`src/rtl/remote_switch_n.sv`:
```
// remote_switch_n: IR remote channel selector.
// Synchronises the raw IR line, detects rising edges and accepts at most one
// edge per hold-off window. Each accepted edge steps the led pattern by the
// selected mode (rotate left, rotate right, binary count, ping-pong).
// The accept pulse is exported as `evt` because `event` is a reserved word.
// Optional feature: define REMOTE_SWITCH_FILTER_EN to insert a 3-sample
// majority filter after the synchroniser (single-cycle glitches are rejected,
// edge-to-led latency grows by two cycles).
//
// state   | meaning
// --------+------------------------------------------------------------
// S_HOLD  | hold-off running, cnt counts up, edges are discarded
// S_ARMED | hold-off expired, next rise with en=1 is accepted
module remote_switch_n #(
  parameter int NCH     = 4,
  parameter int HOLDOFF = 12000000,
  parameter int CNT_W   = 24
) (
  input  logic           clk,
  input  logic           rst,
  input  logic           rxd,
  input  logic           en,
  input  logic [1:0]     mode,
  output logic [NCH-1:0] led,
  output logic           evt,
  output logic           armed
);

  typedef enum logic {S_HOLD, S_ARMED} state_t;

  localparam logic [CNT_W-1:0] HOLD_LAST = CNT_W'(HOLDOFF - 1);
  localparam logic [NCH-1:0]   LED_ONE   = NCH'(1);

  state_t           state, state_n;
  logic [CNT_W-1:0] cnt, cnt_n;
  logic [NCH-1:0]   led_n, led_upd;
  logic             dir, dir_n, dir_upd;
  logic             evt_n;

  logic rxd_tmp, rxd_s, rxd_old, rise;
  logic sig;

`ifdef REMOTE_SWITCH_FILTER_EN
  logic [2:0] filt_sr;

  // Majority-of-three shift register behind the synchroniser.
  always_ff @(posedge clk) begin
    if (rst) filt_sr <= 3'b111;
    else     filt_sr <= {filt_sr[1:0], rxd_s};
  end

  assign sig = (filt_sr[0] & filt_sr[1]) | (filt_sr[0] & filt_sr[2]) |
               (filt_sr[1] & filt_sr[2]);
`else
  assign sig = rxd_s;
`endif

  // Two-flop synchroniser and registered rising-edge detect; idle-high reset
  // keeps a line that is already high from producing a spurious rise.
  always_ff @(posedge clk) begin
    if (rst) begin
      rxd_tmp <= 1'b1;
      rxd_s   <= 1'b1;
      rxd_old <= 1'b1;
      rise    <= 1'b0;
    end else begin
      rxd_tmp <= rxd;
      rxd_s   <= rxd_tmp;
      rxd_old <= sig;
      rise    <= sig & ~rxd_old;
    end
  end

  // Next led pattern and ping-pong direction for the mode sampled at accept.
  always_comb begin
    led_upd = led;
    dir_upd = dir;
    unique case (mode)
      2'd0: led_upd = (led == '0) ? LED_ONE : {led[NCH-2:0], led[NCH-1]};
      2'd1: led_upd = (led == '0) ? LED_ONE : {led[0], led[NCH-1:1]};
      2'd2: led_upd = led + 1'b1;
      2'd3: begin
        if (led == '0) begin
          led_upd = LED_ONE;
        end else if (!dir && led[NCH-1]) begin
          dir_upd = 1'b1;
          led_upd = {1'b0, led[NCH-1:1]};
        end else if (dir && led[0]) begin
          dir_upd = 1'b0;
          led_upd = {led[NCH-2:0], 1'b0};
        end else if (dir) begin
          led_upd = {1'b0, led[NCH-1:1]};
        end else begin
          led_upd = {led[NCH-2:0], 1'b0};
        end
      end
      default: led_upd = led;
    endcase
  end

  // Hold-off / accept FSM next-state logic.
  always_comb begin
    state_n = state;
    cnt_n   = cnt;
    led_n   = led;
    dir_n   = dir;
    evt_n   = 1'b0;
    unique case (state)
      S_HOLD: begin
        if (cnt == HOLD_LAST) state_n = S_ARMED;
        else                  cnt_n   = cnt + 1'b1;
      end
      S_ARMED: begin
        if (rise && en) begin
          led_n   = led_upd;
          dir_n   = dir_upd;
          evt_n   = 1'b1;
          cnt_n   = '0;
          state_n = S_HOLD;
        end
      end
      default: state_n = S_HOLD;
    endcase
  end

  // State register and registered outputs.
  always_ff @(posedge clk) begin
    if (rst) begin
      state <= S_HOLD;
      cnt   <= '0;
      led   <= LED_ONE;
      dir   <= 1'b0;
      evt   <= 1'b0;
      armed <= 1'b0;
    end else begin
      state <= state_n;
      cnt   <= cnt_n;
      led   <= led_n;
      dir   <= dir_n;
      evt   <= evt_n;
      armed <= (state_n == S_ARMED);
    end
  end

endmodule

```
`config.mk`:
```
export PLATFORM = sky130hd
export DESIGN_NAME = remote_switch_n
export DESIGN_NICKNAME = d
export VERILOG_FILES = /design/src/rtl/remote_switch_n.sv
export SDC_FILE = /design/constraint.sdc
export NUM_CORES = 1
export LEC_CHECK = 0
export CORE_MARGIN = 5
export CORE_UTILIZATION = 53
export DETAILED_ROUTE_END_ITERATION = 10
export PLACE_DENSITY = 0.75
export SLEW_MARGIN = 10
export SYNTH_ARGS = -nofsm -noshare
export SYNTH_HDL_FRONTEND = slang
export SYNTH_SLANG_ARGS = --single-unit
```
`constraint.sdc`:
```
create_clock -name clk -period 1.7 [get_ports clk]
set_clock_uncertainty 0.05 [all_clocks]
set_input_delay 0.51 -clock clk [delete_from_list [all_inputs] [get_ports clk]]
set_output_delay 0.51 -clock clk [all_outputs]
set_load 0.05 [all_outputs]
```
==> metrics.yaml, run 1 <==
grt_pass1_vias: 1947
synth_seq_cells: 35
synth-edff-count: 0
clkLatencyLatePin_ns: 0.31
gr-usage-met2: 0.377
power_density_mw_per_mm2: 600
yosys_most_used_dff: "dfxtp_1"
startpoint_type: "flop"
total_power_mw: 1.68
hp-start: "rxd_old"
ys_seq_area_frac: 0.358
postCtsHoldBufs: 0
coreArea_mm2: 0.00361
worst_slack_ns: -0.00236
hold_viol: 0
grt_start_max_net_pins: 14
fp.dieH_um: 70.8
leakagePower_nw: 1.09
cts_sinks: 35
finalSetupViolations: 1
drive_above_1_share: 0.423
crit_chain: "nor4b_4, nand4_4, buf_6, nor2_4, o21ai_1, o311a_1"
final_nets: 299
overflow: 0
slew_headroom: 0.785
synth_nets: 241
num_vias: 2044
wl_per_cell_um: 17.7
hpwl_um: 3720
cp.arrival_ns: 1.85
status: "complete, but fails checks"
portBuffers: 11
worst_pin_slew_ns: 0.322
antenna_found_initial: 0
use_met1: 0.306
fillers: 237
crit_type: "reg -> reg"
worstReg2RegEnd: "cnt[5]"
cp.required_ns: 1.85
finalWirelength_um: 6000
maxCapViolations: 0
yosysUniqueCellTypes: 51
tritoncts: "yes"
drt-pass1-iter-count: 5
syn_avg_cell_area_um2: 8.43
min_period_over_period: 1.00
rows: 22
regMostFlops: "cnt"
via_per_inst: 6.03
worstReg2RegStart: "cnt[15]"
holdPathStages: 1
regToRegSetupSlack_ns: -0.002
critPathMaxStageDelay_ns: 0.38
maxSlewViolCount: 0
clock-root-buffer: "clkbuf_8"
period_minus_slack_ns: 1.70
diodes: 0
path_buf_inv: 1
grt_use_total: 0.238
dieArea_mm2: 0.00501
grt_use_met3: 0.0582
final_antenna_net_count: 0
end_kind: "flop"
grt_pass1_wl_um: 9390
boundaryPins: 12
start_util: 0.543
gp_congestion: 0.917
first_iter_violations: 165
htreeDepth: 2
fmax_mhz: 587
largest_reg_flops: 24
peakVddDrop_v: 0.000756
cts.clk_slew.worst_paths_ns: 0.08
fin_util: 0.776
rsz0062_at_grt: "true"
yosysWarnings: 0
numCtsBuffers: 5
syn_inst: 232
top_usage_layer: "met2"
reg_top3: "cnt (24), led (4)"
min_path_type: "reg -> reg"
syn2layout_area_growth_pct: 42.9
cp_slowest_cell: "dfxtp_4"
clockBufferDepth: 2
die_w_um: 70.8
drc: 0
failed_checks: "setup timing"
crit_family: "simple AND/OR/NAND/NOR gates"
async_flop_share: 0
worstRegToRegCells: 6
critical_path.max_fanout: 7
syn_area_mm2: 0.00196
hold_end: "rise"
-- worst max-delay path by stage --
stage          startpoint  endpoint  slack (ns)  cells after the start
4_1_cts            cnt[0]    cnt[2]      -0.008                      6
2_1_floorplan       state    cnt[6]      -0.007                      7
5_1_grt            cnt[1]    cnt[6]       -0.08                      7
6_report          cnt[15]    cnt[5]      -0.002                      6
3_5_place_dp           en   cnt[11]       -0.53                      8
3_3_place_gp           en    cnt[9]       -0.41                      7
-- cell usage in the layout (no fill, tap or decap), types with 4 or more instances in the layout --
master	synthesis	routed
nand3_1	15	13
or2_2	4	4
nand2b_1	5	5
dfxtp_2	0	13
dfxtp_1	35	17
nor2_1	18	16
buf_12	0	6
mux2i_1	6	6
buf_4	1	49
or3_1	4	4
clkdlybuf4s50_1	0	4
inv_1	7	7
nand4_1	9	9
dfxtp_4	0	5
clkbuf_8	0	5
xor2_1	10	10
o21ai_0	12	8
o21ai_1	0	4
a21oi_1	13	11
nand2_1	24	21
-- final cells by class --
type                       count  area, um2  share of cell area
sequential                    35        736               0.263
tap                           48       60.1              0.0215
inverter                       7       26.3             0.00940
timing repair buffer          63        564               0.202
clock inverter                 2       17.5             0.00626
multi-input combinational    178       1300               0.464
clock buffer                   6       93.8              0.0336
-- metrics by stage --
step                      hold WS [ns]  cell area (um2)  worst slack, ns  TNS (ns)  instances
after floorplan                  0.322             1980         -0.00727  -0.00727        232
after global placement           0.330             2480           -0.408     -7.94        323
after detailed placement         0.336             2480           -0.528     -9.80        323
after CTS                        0.348             2660         -0.00758   -0.0138        335
after global routing             0.356             2800          -0.0805    -0.553        339
final                            0.344             2800         -0.00236  -0.00236        339
-- cells in the mapped netlist, types with 5 or more instances --
library cell  instances  share of area
nand3_1              15          0.038
mux2i_1               6          0.031
nand2_1              24          0.046
inv_1                 7          0.013
nor2_1               18          0.035
a21oi_1              13          0.033
nand4_1               9          0.029
clkbuf_1              8          0.015
o21ai_0              12          0.031
xor2_1               10          0.045
nand2b_1              5          0.016
dfxtp_1              35           0.36
-- report_power, final --
part           total (mW)  switching, mW  internal, mW
clock               0.740          0.355         0.385
sequential          0.829        0.00812         0.821
combinational       0.107         0.0529        0.0541
total                1.68          0.416          1.26
-- worst reg2reg max path: cells and delay by family (launching register included) --
kind	cells	cell delay [ns]
DFF	1	0.38
AOI/OAI and AO/OA	2	0.26
and+or+nand+nor	3	0.74
buffers and inverters	1	0.16
-- kinds of logic (layout without fill, tap and decap cells) --
family	count (synthesis)	count (layout)	share of synthesized area
XOR/XNOR	12	12	0.0537
multiplexers	6	6	0.0307
adder cells (fa/ha/maj)	3	3	0.0192
AND/OR/NAND/NOR	107	107	0.321
AO/OA/AOI/OAI	49	50	0.171
buffers and inverters	20	78	0.0460
flip-flops	35	35	0.358
-- metal layers --
| layer | part of all wire | up-vias |
|---|---|---|
| li1 | - | 962 |
| met1 | 0.41 | 961 |
| met2 | 0.50 | 102 |
| met3 | 0.071 | 19 |
| met4 | 0.025 | 0 |
| met5 | 0 | - |
-- repair_timing --
action	in CTS	in global routing
buffers inserted	2	4
gates cloned	2	0
setup endpoints to repair	25	26
pin swaps	4	17
resized for setup	10	40
No activity file was read; power rests on OpenSTA's default activity.
==> run 2, diff against run 1 <==
--- a/config.mk
+++ b/config.mk
@@ -5,10 +5,11 @@
 export SDC_FILE = /design/constraint.sdc
 export NUM_CORES = 1
 export LEC_CHECK = 0
+export ABC_AREA = 1
 export CORE_MARGIN = 5
-export CORE_UTILIZATION = 53
+export CORE_UTILIZATION = 54
 export DETAILED_ROUTE_END_ITERATION = 10
-export PLACE_DENSITY = 0.75
+export PLACE_DENSITY = 0.76
 export SLEW_MARGIN = 10
 export SYNTH_ARGS = -nofsm -noshare
 export SYNTH_HDL_FRONTEND = slang
==> run 2 against run 1 <==
Against the previous run:
- the run now ends clean
- worst setup slack gained 0.13 ns
- cell count grew 34%
- largest power group unchanged
- power grew 2.3%
- core utilization shrank 7.8 points
- flip-flop and latch count is the same
- register-to-register slack gained 0.13 ns
- worst hold slack gained 0.012 ns
- count of clock-buffer cells in the layout is the same
- critical path type unchanged
- non-clock buffer count shrank 26
- die area grew 14%
==> metrics.yaml, run 2 <==
power_density_mw_per_mm2: 602
start_util: 0.566
period_minus_slack_ns: 1.57
syn_inst: 369
p_seq_frac: 0.487
yosysUniqueCellTypes: 32
cts_sinks: 35
final_common_cell: "nand2_1"
switching_share: 0.218
portBuffers: 11
num_vias: 2499
synth_simple_gate_area_frac: 0.461
yosysWarnings: 0
finalSetupViolations: 0
largest_reg_flops: 24
ys_seq_area_frac: 0.303
p_sw_mw: 0.374
stdcell_area_mm2: 0.00285
antenna_found_initial: 0
worst_pin_slew_ns: 0.355
synth-compound-area-share: 0.104
syn2layout_area_growth_pct: 23.3
yosys_most_used_dff: "dfxtp_1"
yosys.area.top_type_share: 0.303
cp_slowest_cell: "dfxtp_2"
finalWirelength_um: 6140
clkLatencyLatePin_ns: 0.29
synth_most_common_cell: "nand2_1"
status: "finished clean"
synth_mux_area_frac: 0
async_flop_share: 0
synth_commonest_cells: "nand2_1 (88), nand3_1 (56), inv_1 (44)"
grt_use_total: 0.232
min_path_type: "reg -> reg"
drive_above_1_share: 0.207
slew_headroom: 0.763
rows: 23
synth_top_family_by_area: "simple AND/OR/NAND/NOR gates"
leakagePower_nw: 1.13
p_comb_frac: 0.048
drt-pass1-iter-count: 6
gp_congestion: 0.933
final_nets: 413
hpwl_um: 4300
die_w_um: 75.4
grt_start_max_net_pins: 17
ys_top_cells_by_area: "dfxtp_1 (30%), nand2_1 (14%), nand3_1 (12%)"
fin_tns_setup_ns: 0
postCtsHoldBufs: 0
overflow: 0
via_per_inst: 5.49
crit_type: "reg -> reg"
p_clk_frac: 0.465
diodes: 0
clockBufferDepth: 2
post_synth_fa_ha_maj_area_fraction: 0.0162
hold_viol: 0
reg_top3: "cnt (24), led (4)"
fmax_mhz: 636
place_area_mm2: 0.00269
peakVddDrop_v: 0.000545
htreeDepth: 2
min_period_over_period: 0.925
syn_area_mm2: 0.00231
maxCapViolations: 0
coreArea_mm2: 0.00409
cp.arrival_ns: 1.75
synth_nets: 378
worstReg2RegStart: "cnt[1]"
clock-root-buffer: "clkbuf_8"
final_antenna_net_count: 0
synth_seq_cells: 35
setup.worst_path.start: "cnt[1]"
synth-edff-count: 0
drc: 0
critical_path.max_fanout: 16
boundaryPins: 12
grt_pass1_vias: 2244
regToRegSetupSlack_ns: 0.13
startpoint_type: "flop"
fillers: 350
hp-start: "rxd_old"
end_kind: "flop"
mostFrequentLayoutCells: "nand2_1 (88), nand3_1 (53), inv_1 (44)"
yosys.area.top_type: "dfxtp_1"
regMostFlops: "cnt"
crit_chain: "ha_2, nand3_2, nor2_4, nand3_4, nand2_8, nand2_4, nor2_2, nand2_1, o21ai_1"
first_iter_violations: 229
maxSlewViolCount: 0
wl_per_cell_um: 13.5
p_int_mw: 1.34
tritoncts: "yes"
numCtsBuffers: 5
critPathMaxStageDelay_ns: 0.35
grt_pass1_wl_um: 10100
cp.required_ns: 1.87
dieArea_mm2: 0.00569
cts.clk_slew.worst_paths_ns: 0.07
syn_avg_cell_area_um2: 6.26
synth_xor_area_frac: 0.0114
fp.dieH_um: 75.4
run 2: changes by cell type after synthesis, moves of 6 or more:
cell,previous run,this run
a21oi_1,13,21
inv_1,7,44
mux2i_1,6,0
nand2_1,24,88
nand3_1,15,56
nor2_1,18,43
nor2_2,1,9
xor2_1,10,3
run 2: cell families (layout without fill, tap and decap cells):
kind of cell	count (synthesis)	after routing
xor+xnor	3	3
fa+ha+maj	3	3
compound gates	44	44
flops	35	35
buf+inv	59	95
simple gates	225	225
run 2: final cells by class:
type | instances | area, um2 | area share
sequential | 35 | 708 | 0.248
clock inverter | 2 | 35.0 | 0.0123
timing repair buffer | 37 | 378 | 0.133
inverter | 50 | 188 | 0.0658
tap | 50 | 62.6 | 0.0219
clock buffer | 6 | 82.6 | 0.0290
multi-input combinational | 275 | 1400 | 0.490
run 2: worst max-delay path: cells and delay by family (launching register included):
| family | cells | cell delay, ns |
|---|---|---|
| AND/OR/NAND/NOR | 7 | 0.85 |
| flip-flops | 1 | 0.35 |
| adder cells (fa/ha/maj) | 1 | 0.19 |
| AO/OA/AOI/OAI | 1 | 0.06 |
run 2: power groups by stage:
stage / clock network (mW) / logic [mW] / registers, mW
after floorplan: 0 / 0.0418 / 0.853
after detailed placement: 0 / 0.0809 / 0.853
final: 0.797 / 0.0827 / 0.835
after global routing: 0.858 / 0.0924 / 0.837
after CTS: 0.805 / 0.0816 / 0.834
after global placement: 0 / 0.0786 / 0.853
run 2: through the flow:
| stage | hold slack (ns) | util | cells | setup slack [ns] | power [mW] |
|---|---|---|---|---|---|
| after global placement | 0.334 | 0.659 | 446 | -0.0750 | 0.931 |
| after floorplan | 0.323 | - | 369 | 0.0376 | 0.894 |
| after detailed placement | 0.348 | 0.659 | 446 | -0.109 | 0.934 |
| after CTS | 0.359 | 0.688 | 454 | 0.0261 | 1.72 |
| after global routing | 0.385 | 0.697 | 455 | -0.00213 | 1.79 |
| final | 0.356 | 0.697 | 455 | 0.127 | 1.71 |
run 2: what timing repair did:
action,4_1_cts,5_1_grt
endpoints found under the setup margin,0,8
gates resized for setup,0,12
buffers inserted,0,1
run 2: metal layers:
layer	global-route usage	up-vias	wire [um]
met4	0.0835	0	115
met1	0.297	1106	2580
met3	0.0646	15	523
li1	-	1268	-
met5	0	-	0
met2	0.374	110	2920
run 2: worst paths after layout:
path / endpoint / cells after the start
worst max-delay path: cnt[1] / 9
worst min register to register: rise / 1
worst max register to register: cnt[1] / 9
worst min-delay path: rise / 1
==> run 3, diff against run 2 <==
--- a/config.mk
+++ b/config.mk
@@ -7,9 +7,9 @@
 export LEC_CHECK = 0
 export ABC_AREA = 1
 export CORE_MARGIN = 5
-export CORE_UTILIZATION = 54
+export CORE_UTILIZATION = 55
 export DETAILED_ROUTE_END_ITERATION = 10
-export PLACE_DENSITY = 0.76
+export PLACE_DENSITY = 0.74
 export SLEW_MARGIN = 10
 export SYNTH_ARGS = -nofsm -noshare
 export SYNTH_HDL_FRONTEND = slang
==> constraint.sdc (replaced) <==
create_clock -name clk -period 1.8 [get_ports clk]
set_clock_uncertainty 0.05 [all_clocks]
set_input_delay 0.54 -clock clk [delete_from_list [all_inputs] [get_ports clk]]
set_output_delay 0.54 -clock clk [all_outputs]
set_load 0.05 [all_outputs]
==> run 3 against run 2 <==
Against the previous run:
- worst hold slack better by 0.0043 ns
- count of clock-buffer cells in the layout down 1
- wire length down 6.1%
- largest power group is now clock
- die area down 1.6%
- worst setup slack better by 0.068 ns
- via count down 2.4%
- non-clock buffer count down 3
==> metrics.yaml, run 3 (synthesis results as in run 2) <==
first_iter_violations: 192
dp_slack_ns: -0.0452
post_cts_buffers: 0
num_vias: 2440
wl_per_cell_um: 12.7
final_nets: 410
mostFrequentLayoutCells: "nand2_1 (88), nand3_1 (55), inv_1 (43), nor2_1 (43), dfxtp_1 (35)"
antenna_found_initial: 0
instances_no_fill: 452
p_clk_frac: 0.498
crit_type: "reg -> reg"
maxSlewViolCount: 0
portBuffers: 11
period_minus_slack_ns: 1.61
postCtsHoldBufs: 0
fillers: 354
regMostFlops: "cnt"
cts.clk_slew.worst_paths_ns: 0.07
maxCapViolations: 0
finalWirelength_um: 5760
slew_headroom: 0.760
grt_use_total: 0.235
min_path_type: "reg -> reg"
p_int_mw: 1.37
dieArea_mm2: 0.00560
worst_slack_ns: 0.195
start_util: 0.574
fin_tns_setup_ns: 0
reg_top3: "cnt (24), led (4)"
drc: 0
hp-start: "rxd_old"
fp.dieH_um: 74.8
die_w_um: 74.8
grt_pass1_wl_um: 10300
worstReg2RegStart: "cnt[1]"
numCtsBuffers: 5
p_seq_frac: 0.458
power_density_mw_per_mm2: 612
via_per_inst: 5.40
rows: 23
finalSetupViolations: 0
cts_resized: 0
worst_pin_slew_ns: 0.360
clock-root-buffer: "clkbuf_8"
p_comb_frac: 0.044
leakagePower_nw: 1.10
clockBufferDepth: 2
peakVddDrop_v: 0.000399
coreArea_mm2: 0.00403
htreeDepth: 2
cp.required_ns: 1.98
boundaryPins: 12
fmax_mhz: 623
placedCellCount: 444
clkLatencyLatePin_ns: 0.29
largest_reg_flops: 24
min_period_over_period: 0.892
hold_viol: 0
tritoncts: "yes"
grt_start_max_net_pins: 20
drt-pass1-iter-count: 5
startpoint_type: "flop"
overflow: 0
final_common_cell: "nand2_1"
final_antenna_net_count: 0
rsz0062_at_grt: "false"
cp.arrival_ns: 1.78
end_kind: "flop"
critical_path.max_fanout: 4
diodes: 0
drive_above_1_share: 0.174
gp_congestion: 0.905
setup.worst_path.start: "cnt[1]"
syn2layout_area_growth_pct: 21.4
p_sw_mw: 0.349
grt_pass1_vias: 2260
hpwl_um: 4230
fin_util: 0.697
switching_share: 0.203
status: "finished clean"
cts_sinks: 35
==> run 3: cell type report <==
cell class	instances	area (um2)	area share
Sequential cell	35	701	0.250
Multi-Input combinational cell	275	1380	0.490
Tap cell	50	62.6	0.0223
Inverter	50	188	0.0669
Timing Repair Buffer	34	343	0.122
Clock buffer	5	68.8	0.0245
Clock inverter	3	67.6	0.0241
==> run 3: per-stage QoR <==
step           area (um2)  hold slack [ns]  total power, mW
5_1_grt              2810            0.390             1.78
3_5_place_dp         2660            0.354            0.880
3_3_place_gp         2660            0.348            0.879
2_1_floorplan        2310            0.323            0.845
6_report             2810            0.360             1.72
4_1_cts              2800            0.372             1.73
==> run 3: metal layers <==
metal	routed length, um	GRT usage
met5	0	0
met4	82	0.0731
met3	284	0.0414
met2	2690	0.370
met1	2700	0.326
==> run 3: power by group through the flow <==
stage | Sequential [mW] | Clock, mW | Combinational [mW]
after global routing | 0.789 | 0.905 | 0.0859
after global placement | 0.805 | 0 | 0.0735
after CTS | 0.787 | 0.868 | 0.0749
final | 0.787 | 0.855 | 0.0752
after detailed placement | 0.805 | 0 | 0.0743
after floorplan | 0.805 | 0 | 0.0395
==> run 3: critical path: stages (launching register included) <==
cell     delay (ns)
dfxtp_1        0.35
ha_2           0.20
buf_4          0.13
nand2_1        0.09
nor2_4         0.14
nand3_1        0.14
nor2_1         0.17
nand3_1        0.10
nand2_1        0.07
inv_1          0.03
nor2_1         0.08
==> run 3: final timing paths <==
check / end / slack [ns] / cells past startpoint
setup / recovery: cnt[20] / 0.19 / 10
hold / removal: rise / 0.36 / 1
setup reg to reg: cnt[20] / 0.19 / 10
hold reg to reg: rise / 0.36 / 1
